File: config.mk
export PLATFORM = sky130hd
export DESIGN_NAME = comp_mult_pipe
export DESIGN_NICKNAME = d
export VERILOG_FILES = /design/src/rtl/comp_mult_pkg.sv /design/src/rtl/comp_mult_smul.sv /design/src/rtl/comp_mult_pipe.sv
export SDC_FILE = /design/constraint.sdc
export NUM_CORES = 1
export LEC_CHECK = 0
export CAP_MARGIN = 20
export CORE_UTILIZATION = 50
export DETAILED_ROUTE_END_ITERATION = 10
export PLACE_DENSITY_LB_ADDON = 0.25
export SLEW_MARGIN = 20
export SYNTH_ARGS = -nofsm -noshare
export SYNTH_HDL_FRONTEND = slang
export SYNTH_SLANG_ARGS = --single-unit
export TNS_END_PERCENT = 20
File: constraint.sdc
create_clock -name clk -period 11.7 [get_ports clk]
set_clock_uncertainty 0.15 [all_clocks]
set_input_delay 2.34 -clock clk [delete_from_list [all_inputs] [get_ports clk]]
set_output_delay 2.34 -clock clk [all_outputs]
set_load 0.02 [all_outputs]
File: src/rtl/comp_mult_pkg.sv
// comp_mult_pkg: shared widths, operand field offsets and result packing for
// the pipelined complex multiplier.
//   pwidth(dw) : width of one signed component product (2*dw)
//   rwidth(dw) : width of one result component (2*dw+2), sized so the
//                sum/difference of two products can never overflow
//   op_data  = {x1, y1, x2, y2}  (x1 in the most significant field)
//   res_data = {xr, yr}          (xr in the most significant field)
package comp_mult_pkg;

  typedef enum logic {
    MODE_DIRECT = 1'b0,  // op1 * op2
    MODE_CONJ   = 1'b1   // op1 * conj(op2)
  } conj_mode_e;

  function automatic int unsigned pwidth(input int unsigned dw);
    return 2 * dw;
  endfunction

  function automatic int unsigned rwidth(input int unsigned dw);
    return 2 * dw + 2;
  endfunction

  // Operand field LSB positions inside op_data.
  function automatic int unsigned x1_lsb(input int unsigned dw);
    return 3 * dw;
  endfunction

  function automatic int unsigned y1_lsb(input int unsigned dw);
    return 2 * dw;
  endfunction

  function automatic int unsigned x2_lsb(input int unsigned dw);
    return dw;
  endfunction

  function automatic int unsigned y2_lsb(input int unsigned dw);
    return 0 * dw;
  endfunction

  // Result field LSB positions inside res_data.
  function automatic int unsigned xr_lsb(input int unsigned rw);
    return rw;
  endfunction

  function automatic int unsigned yr_lsb(input int unsigned rw);
    return 0 * rw;
  endfunction

endpackage

File: src/rtl/comp_mult_smul.sv
// comp_mult_smul: combinational signed DWIDTH x DWIDTH -> 2*DWIDTH multiplier.
// Ports:
//   a, b : signed operands, DWIDTH bits each
//   p    : signed full-precision product, 2*DWIDTH bits
module comp_mult_smul
  import comp_mult_pkg::*;
#(
  parameter int unsigned DWIDTH = 8
) (
  input  logic signed [DWIDTH-1:0]         a,
  input  logic signed [DWIDTH-1:0]         b,
  output logic signed [pwidth(DWIDTH)-1:0] p
);

  // Both operands are signed, so they are sign-extended to the product width
  // before multiplying; the product of two DWIDTH-bit values always fits.
  assign p = a * b;

endmodule

File: src/rtl/comp_mult_pipe.sv
// comp_mult_pipe: three-stage pipelined signed complex multiplier with
// valid/ready handshakes on both sides and per-transaction conjugate mode.
//   S1: operand + conj register, S2: four registered products,
//   S3: add/subtract into the output register.
// All stages share one enable (en = ~res_val | res_rdy); op_rdy = en.
// Optional build macro COMP_MULT_PIPE_SAT_EN: clamp each result component to
// the signed OWIDTH range and flag it on res_sat (otherwise res_sat = 0).
// Ports:
//   clk, sw_rst        : clock, synchronous active-high reset
//   op_val/op_rdy      : operand handshake; op_conj, op_data = {x1,y1,x2,y2}
//   res_val/res_rdy    : result handshake; res_data = {xr,yr}, res_sat
module comp_mult_pipe
  import comp_mult_pkg::*;
#(
  parameter int unsigned DWIDTH = 8,
  parameter int unsigned OWIDTH = 16
) (
  input  logic                          clk,
  input  logic                          sw_rst,
  input  logic                          op_val,
  output logic                          op_rdy,
  input  logic                          op_conj,
  input  logic [4*DWIDTH-1:0]           op_data,
  output logic                          res_val,
  input  logic                          res_rdy,
  output logic [2*rwidth(DWIDTH)-1:0]   res_data,
  output logic                          res_sat
);

  localparam int unsigned PW = pwidth(DWIDTH);
  localparam int unsigned RW = rwidth(DWIDTH);

  localparam int unsigned X1_LSB = x1_lsb(DWIDTH);
  localparam int unsigned Y1_LSB = y1_lsb(DWIDTH);
  localparam int unsigned X2_LSB = x2_lsb(DWIDTH);
  localparam int unsigned Y2_LSB = y2_lsb(DWIDTH);
  localparam int unsigned XR_LSB = xr_lsb(RW);
  localparam int unsigned YR_LSB = yr_lsb(RW);

  if (OWIDTH < 2 || OWIDTH > 2 * DWIDTH + 1) begin : g_bad_owidth
    $error("comp_mult_pipe: OWIDTH out of range 2..2*DWIDTH+1");
  end

  logic en;

  // Stage 1
  logic                     v1;
  logic signed [DWIDTH-1:0] x1_q, y1_q, x2_q, y2_q;
  conj_mode_e               mode1;

  // Stage 2
  logic                     v2;
  logic signed [PW-1:0]     p1, p2, p3, p4;
  logic signed [PW-1:0]     p1_q, p2_q, p3_q, p4_q;
  conj_mode_e               mode2;

  // Stage 3 combinational result
  logic signed [RW-1:0]     e1, e2, e3, e4;
  logic signed [RW-1:0]     xr_full, yr_full;
  logic signed [RW-1:0]     xr_out, yr_out;
  logic                     sat_c;

  assign en     = ~res_val | res_rdy;
  assign op_rdy = en;

  always_ff @(posedge clk) begin
    if (sw_rst) begin
      v1 <= 1'b0;
    end else if (en) begin
      v1    <= op_val;
      x1_q  <= op_data[X1_LSB +: DWIDTH];
      y1_q  <= op_data[Y1_LSB +: DWIDTH];
      x2_q  <= op_data[X2_LSB +: DWIDTH];
      y2_q  <= op_data[Y2_LSB +: DWIDTH];
      mode1 <= conj_mode_e'(op_conj);
    end
  end

  comp_mult_smul #(.DWIDTH(DWIDTH)) u_mul_p1 (.a(x1_q), .b(x2_q), .p(p1));
  comp_mult_smul #(.DWIDTH(DWIDTH)) u_mul_p2 (.a(x1_q), .b(y2_q), .p(p2));
  comp_mult_smul #(.DWIDTH(DWIDTH)) u_mul_p3 (.a(x2_q), .b(y1_q), .p(p3));
  comp_mult_smul #(.DWIDTH(DWIDTH)) u_mul_p4 (.a(y1_q), .b(y2_q), .p(p4));

  always_ff @(posedge clk) begin
    if (sw_rst) begin
      v2 <= 1'b0;
    end else if (en) begin
      v2    <= v1;
      p1_q  <= p1;
      p2_q  <= p2;
      p3_q  <= p3;
      p4_q  <= p4;
      mode2 <= mode1;
    end
  end

  always_comb begin
    e1 = {{(RW-PW){p1_q[PW-1]}}, p1_q};
    e2 = {{(RW-PW){p2_q[PW-1]}}, p2_q};
    e3 = {{(RW-PW){p3_q[PW-1]}}, p3_q};
    e4 = {{(RW-PW){p4_q[PW-1]}}, p4_q};
    if (mode2 == MODE_CONJ) begin
      xr_full = e1 + e4;
      yr_full = e3 - e2;
    end else begin
      xr_full = e1 - e4;
      yr_full = e2 + e3;
    end
  end

`ifdef COMP_MULT_PIPE_SAT_EN
  localparam logic signed [RW-1:0] SAT_MAX =
    {{(RW-OWIDTH+1){1'b0}}, {(OWIDTH-1){1'b1}}};
  localparam logic signed [RW-1:0] SAT_MIN =
    {{(RW-OWIDTH+1){1'b1}}, {(OWIDTH-1){1'b0}}};

  always_comb begin
    xr_out = xr_full;
    yr_out = yr_full;
    sat_c  = 1'b0;
    if (xr_full > SAT_MAX) begin
      xr_out = SAT_MAX;
      sat_c  = 1'b1;
    end else if (xr_full < SAT_MIN) begin
      xr_out = SAT_MIN;
      sat_c  = 1'b1;
    end
    if (yr_full > SAT_MAX) begin
      yr_out = SAT_MAX;
      sat_c  = 1'b1;
    end else if (yr_full < SAT_MIN) begin
      yr_out = SAT_MIN;
      sat_c  = 1'b1;
    end
  end
`else
  always_comb begin
    xr_out = xr_full;
    yr_out = yr_full;
    sat_c  = 1'b0;
  end
`endif

  // The output register only loads on a real result so that a bubble entering
  // S3 does not disturb the last value on res_data.
  always_ff @(posedge clk) begin
    if (sw_rst) begin
      res_val  <= 1'b0;
      res_data <= '0;
      res_sat  <= 1'b0;
    end else if (en) begin
      res_val <= v2;
      if (v2) begin
        res_data[XR_LSB +: RW] <= xr_out;
        res_data[YR_LSB +: RW] <= yr_out;
        res_sat                <= sat_c;
      end
    end
  end

endmodule

# [Word level (Yosys, flattened, before mapping)]
# Index checks and enable logic that the tools add are counted.
[op_classes] n_addsub=4 multipliers=4 muxes=2 bitwise=3 reduce_logical=2
[ops] cell="$mul 8x8->16" n=4
[ops] cell="$mux 18" n=2
[ops] cell="$add 16x16->17" n=2
[ops] cell="$sub 16x16->17" n=2
[ops] cell="$reduce_and 2->1" n=2
[ops] cell="$not 1->1" n=2
[ops] cell="$or 1x1->1" n=1
[word_totals] reg_bits=137 elab_cells=29

# [Longest topological paths before layout]
# Gate-level depths: netlist of the first run.
[logic_depth] word_depth=3 mapped_depth=17 ltp_nobuf=16

# [Hierarchy]
# From an unflattened synthesis of the first run, not the netlist that was laid out.
[unflattened] cells_unflattened=1687 hier_area_um2=16442.0
[modules_own_cells] mod="comp_mult_pipe" n_inst=1 cells_per_inst=546 area_each_um2=6373.6 seq_area_each_um2=3683.5
[modules_own_cells] mod="comp_mult_smul at u_mul_p2 ..." n_inst=2 cells_per_inst=284 area_each_um2=2512.4 seq_area_each_um2=0.0
[modules_own_cells] mod="comp_mult_smul at u_mul_p1" n_inst=1 cells_per_inst=289 area_each_um2=2532.4 seq_area_each_um2=0.0
[modules_own_cells] mod="comp_mult_smul at u_mul_p3" n_inst=1 cells_per_inst=284 area_each_um2=2511.2 seq_area_each_um2=0.0

# [Worst setup path before layout of the first run]
# Ideal clock, no wire load.
[synth_path] path_kind="in2reg" from="input port res_rdy" to="register mode1, enable pin" setup_time_ps=566 arrival_time_ps=7194 required_time_ps=10984 slack_ps=3790 cell_stages=3 path_buffers=1 path_cell_list="nand2b_1 > clkbuf_1 > nor2b_1"
[synth_between] elab_chain_cells=2
[synth_rtl] item="start, declared" line_no="comp_mult_pipe.sv:25" text="input logic res_rdy,"
[synth_rtl] item="$or 1x1->1" line_no="comp_mult_pipe.sv:63" text="assign en = ~res_val | res_rdy;"
[synth_rtl] item="net op_rdy" line_no="comp_mult_pipe.sv:21" text="output logic op_rdy,"
[synth_rtl] item="$reduce_and 2->1 (no source line)"
[synth_rtl] item="end signal, assigned" line_no="comp_mult_pipe.sv:75" text="mode1 <= conj_mode_e'(op_conj);"
[synth_rtl] item="end, declared" line_no="comp_mult_pipe.sv:49" text="conj_mode_e mode1;"
# The timed path passes the listed nets, and every way through them passes these cells.
# A chain may end at the register's enable or synchronous reset.

# [Worst setup path after layout of the first run]
[layout_path] from="input port res_rdy" to="output port op_rdy"
[layout_between] elab_chain_cells=1
[layout_rtl] item="$or 1x1->1" line_no="comp_mult_pipe.sv:63"
[layout_rtl] item="end, declared" line_no="comp_mult_pipe.sv:21"
# No other way between the ends.

==> impl_metrics.tcl, run 1 <==
set metrics [dict create \
    die_w_um 184 \
    cp-end-kind "primary output" \
    syn_area_per_cell_um2 9.66 \
    worstSetupPathType "in -> out" \
    diodes 0 \
    synth_ff_type "edfxtp_1" \
    hpwl_mm 25.6 \
    arrival_ps 3710 \
    clk_path_buf_depth 2 \
    htree_levels 4 \
    nets 2162 \
    outcome "complete, no violations" \
    drt-total-wl_mm 32.9 \
    fin_total_pwr_mw 4.27 \
    relSlewSlack 0.374 \
    numCtsBuffers 17 \
    clock_sinks 135 \
    cts_tree "done" \
    timing.fmax_mhz 161 \
    synth.area.top_cells "fa_1 (27%), edfxtp_1 (18%), ha_1 (11%), inv_1 (7.8%), and2_1 (6.7%)" \
    vias 11400 \
    grt_pass1_vias 11600 \
    peakVddDrop_mv 0.118 \
    synth-compound-area-share 0.0834 \
    synthMuxAreaShare 0.00591 \
    most-common-layout-cells "inv_1 (344), fa_1 (222), and2_1 (178)" \
    syn_area_um2 16500 \
    synth_area_leader_cell "fa_1" \
    areaGrowthSynthToFinish_pct 10.4 \
    die_h_um 184 \
    drive_gt1_frac 0.0311 \
    tns_ps 0 \
    gp_congestion 0.799 \
    synth-simple-area-share 0.155 \
    worst_pin_slew_ps 937 \
    drv_cap 0 \
    synth_edf_count 98 \
    r2r_cells 15 \
    cts.hold.buffers_added 0 \
    clk_latency_ps 460 \
    synth_adder_area_share 0.383 \
    cts_resized 0 \
    synthCells 1710 \
    wl_per_cell_um 14.9 \
    core-area_um2 32500 \
    grt_pass1_wl_mm 56.6 \
    rows 66 \
    yosys_warnings 0 \
    drtIter0Drc 593 \
    power_density_nw_per_um2 234 \
    min_period_ps 6200 \
    ant_nets 0 \
    slew_violations 0 \
    grt_setup_unrepaired "false" \
    route.detailed.drc 0 \
    fin_crit_sh 0.530 \
    hold_viol_final 0 \
    cts-root-buf "clkbuf_16" \
    ys_seq_elements 135 \
    post_cts_buffers 0 \
    synthArstFlopShare 0 \
    layout_commonest_cell "inv_1" \
    grt_max_degree 67 \
    synth_top_family_by_area "adder cells" \
    synth_xor_area_frac 0.0589 \
    synth_cell_type_count 61 \
    holdPathStages 0 \
    hold_class "reg -> reg" \
    cp-start-kind "input pin" \
    grt.overflow.total 0 \
    synth_top_area_frac 0.269 \
    yosysSeqAreaShare 0.223 \
    clk_pin_slew_ps 60 \
    worstPathRequired_ps 9210 \
    setup_violations 0 \
    io_pins 76 \
    synth_nets 2119 \
    cp_max_fo 8 \
    io_buffers 74 \
    track_usage 0.213 \
    dr.pass1.iters 6 \
    vias_per_cell 5.14 \
    power.leakage_nw 8.28 \
    antenna_found_initial 0 \
    die-area_um2 33800 \
    start_util 0.508 \
]
-- worst paths after layout --
path,to,slack (ps),from
worst max register to register,p2_q[15],6340,y2_q[7]
worst max-delay path,op_rdy,5500,res_rdy
worst min-delay path,mode2,280,mode1
worst min register to register,mode2,280,mode1
-- worst max-delay path, cell delays in order --
cell and delay, ps:
clkdlybuf4s50_1 450, nand2b_1 250, clkdlybuf4s50_1 660
-- flip-flops by register name, summed over array words and instances, names as in the netlist, 8 cells and up --
register / count
res_data: 34
p1_q: 16
p2_q: 16
p3_q: 16
p4_q: 16
x1_q: 8
x2_q: 8
y1_q: 8
y2_q: 8
-- synthesized netlist by cell type, types with 4 or more instances --
cell,count
o21bai_1,6
or2_2,4
nand4_1,5
a21o_1,17
nand2_1,108
a2111o_1,4
edfxtp_1,98
nand3b_1,16
nand3_1,5
o211ai_1,6
or3_1,9
a211oi_1,16
xnor2_1,91
a31oi_1,13
a311oi_1,5
o21ai_0,45
a21boi_0,4
ha_1,150
a21oi_1,64
mux2_2,6
and2_1,178
nor3_1,21
xor2_1,20
nand2b_1,12
fa_1,222
and3_1,9
dfxtp_1,37
nor2_1,56
o21a_1,8
clkbuf_1,52
a221oi_1,4
inv_1,344
nor2b_1,30
-- power by group --
part,total [mW],internal (mW),switching (mW)
combinational,2.84,1.26,1.57
clock,0.549,0.308,0.240
sequential,0.885,0.759,0.127
total,4.27,2.33,1.94
-- through the flow --
stage	util	hold slack [ps]	cell area (um^2)	cells	setup slack, ps
5_1_grt	0.561	294	18200	2208	5410
2_1_floorplan	-	250	16500	1710	3790
6_report	0.561	279	18200	2208	5500
3_5_place_dp	0.542	261	17600	2175	5500
3_3_place_gp	0.542	268	17600	2175	5530
4_1_cts	0.560	285	18200	2207	5500
-- final cells by class --
| class | count | area, um^2 |
|---|---|---|
| fill | 2902 | 14300 |
| multi-input combinational | 1176 | 11300 |
| sequential | 135 | 3680 |
| inverter | 344 | 1290 |
| timing repair buffer | 79 | 786 |
| tap | 442 | 553 |
| clock buffer | 20 | 489 |
| clock inverter | 12 | 103 |
-- logic make-up (layout without fill, tap and decap cells) --
family                   Yosys count  count (layout)
multiplexers                       9               9
buffers and inverters            399             455
AND/OR/NAND/NOR                  468             468
XOR/XNOR                         111             111
flip-flops                       135             135
other                              1               1
adder cells (fa/ha/maj)          372             372
AO/OA/AOI/OAI                    215             215
-- metal layers --
layer | up-vias | GRT usage | wire length [um]
li1 | 5531 | - | -
met2 | 250 | 0.339 | 15100
met5 | - | 0.00296 | 0
met4 | 0 | 0.0620 | 519
met1 | 5542 | 0.298 | 15900
met3 | 32 | 0.0353 | 1410
No activity file was read; power rests on OpenSTA's default activity.
==> inputs of run 2 (changes only) <==
clock period = 5.1 ns   (was 11.7 ns; I/O delays follow)
==> impl_metrics.tcl, run 2 (same netlist as run 1, synthesis figures left out) <==
set metrics [dict create \
    grt.busiest_layer "met2" \
    io_buffers 74 \
    clk_latency_ps 450 \
    startpoint "y1_q[4]" \
    clk_path_buf_depth 2 \
    drtIter0Drc 486 \
    grt_setup_unrepaired "true" \
    areaGrowthSynthToFinish_pct 13.2 \
    vias_per_cell 5.14 \
    relSlewSlack 0.416 \
    htree_levels 4 \
    layoutNonFillerInstCount 2264 \
    power.leakage_nw 8.55 \
    ff2ff_setup_slack_ps 160 \
    worstSetupPathType "reg -> reg" \
    worstPathRequired_ps 5140 \
    ant_nets 0 \
    hold_viol_final 0 \
    design_area_um2 18700 \
    slew_violations 0 \
    fin_hold_ws_ps 294 \
    grtUsageMet3 0.0335 \
    vias 11600 \
    cts_tree "done" \
    io_pins 76 \
    cp-end-kind "flop" \
    route.detailed.drc 0 \
    dp_cells 2218 \
    holdCritStartpoint "mode1" \
    nets 2218 \
    timing.fmax_mhz 202 \
    min_period_ps 4940 \
    arrival_ps 4980 \
    core-area_um2 32500 \
    r2r_cells 14 \
    drv_cap 0 \
    worst_pin_slew_ps 876 \
    power_density_nw_per_um2 526 \
    drive_gt1_frac 0.0637 \
    start_util 0.508 \
    clk_pin_slew_ps 60 \
    fin_total_pwr_mw 9.83 \
    die_w_um 184 \
    outcome "complete, no violations" \
    hold_class "reg -> reg" \
    r2r_start "y1_q[4]" \
    antenna_found_initial 0 \
    worst_slack_ps 161 \
    worstReg2RegEnd "p3_q[15]" \
    drt-total-wl_mm 35.0 \
    grt_pass1_vias 12200 \
    setup_violations 0 \
    dpl-instance-area_um2 18000 \
    rows 66 \
    peakVddDrop_mv 0.351 \
    grt_use_met1 0.288 \
    largest_reg_flops 34 \
    diodes 0 \
    most-common-layout-cells "inv_1 (343), fa_1 (222), and2_1 (178)" \
    cts.hold.buffers_added 0 \
    cts-root-buf "clkbuf_16" \
    numCtsBuffers 17 \
    dr.pass1.iters 5 \
    clock_sinks 135 \
    endpoint "p3_q[15]" \
    grt.overflow.total 0 \
    wl_per_cell_um 15.4 \
    cp_max_fo 10 \
    hpwl_mm 28.5 \
    die_h_um 184 \
    layout_commonest_cell "inv_1" \
    fin_util 0.575 \
    grt_pass1_wl_mm 58.4 \
    use_met2 0.379 \
    gp_congestion 0.858 \
    track_usage 0.221 \
    die-area_um2 33800 \
    cp-start-kind "flop" \
    tns_ps 0 \
    grt_max_degree 67 \
    regMostFlops "res_data" \
    dp_worst_setup_slack_ps 22.6 \
    fin_crit_sh 0.968 \
    nFillCells 2891 \
]
==> run 2: area by class of cell <==
type	count	area, um^2	area share
clock buffers	22	508	0.0272
clock inverters	10	82.6	0.00442
inverters	344	1290	0.0691
multi-input cells	1176	11400	0.608
flip-flops and latches	135	3680	0.197
well taps	442	553	0.0296
repair buffers	135	1220	0.0652
==> run 2: how the worst min path moves through the flow <==
stage | endpoint | slack, ps | depth (start not counted)
after global routing | mode2 | 310 | 0
final | mode2 | 290 | 0
after global placement | mode2 | 260 | 0
after CTS | mode2 | 300 | 0
after floorplan | mode2 | 250 | 0
after detailed placement | mode2 | 290 | 0
==> run 2: worst max-delay path, stage by stage (launching register included) <==
cell      delay [ps]
edfxtp_1         570
and2_1           270
fa_1             520
fa_1             530
fa_1             500
inv_1             50
fa_1             470
inv_1             40
ha_1             310
or2_2            320
a21boi_0         140
and3_1           190
a221oi_1         340
o21ai_1          140
xnor2_1          140
==> run 2: what timing repair did <==
item                                   4_1_cts  5_1_grt
buffers inserted                             0       13
setup endpoints to repair                    0        9
resized for setup                            0       12
endpoints found under the hold margin        0        0
==> run 2: layer usage <==
metal  share of wire  wire, um
met4           0.021       748
met5               0         0
met2            0.48     17000
met3           0.040      1390
met1            0.45     15900
==> run 2: report_power, final <==
group	leakage, nW	total [mW]	switching (mW)	internal, mW
clock	0.296	1.24	0.524	0.716
combinational	7.00	6.58	3.59	2.99
sequential	1.26	2.00	0.263	1.74
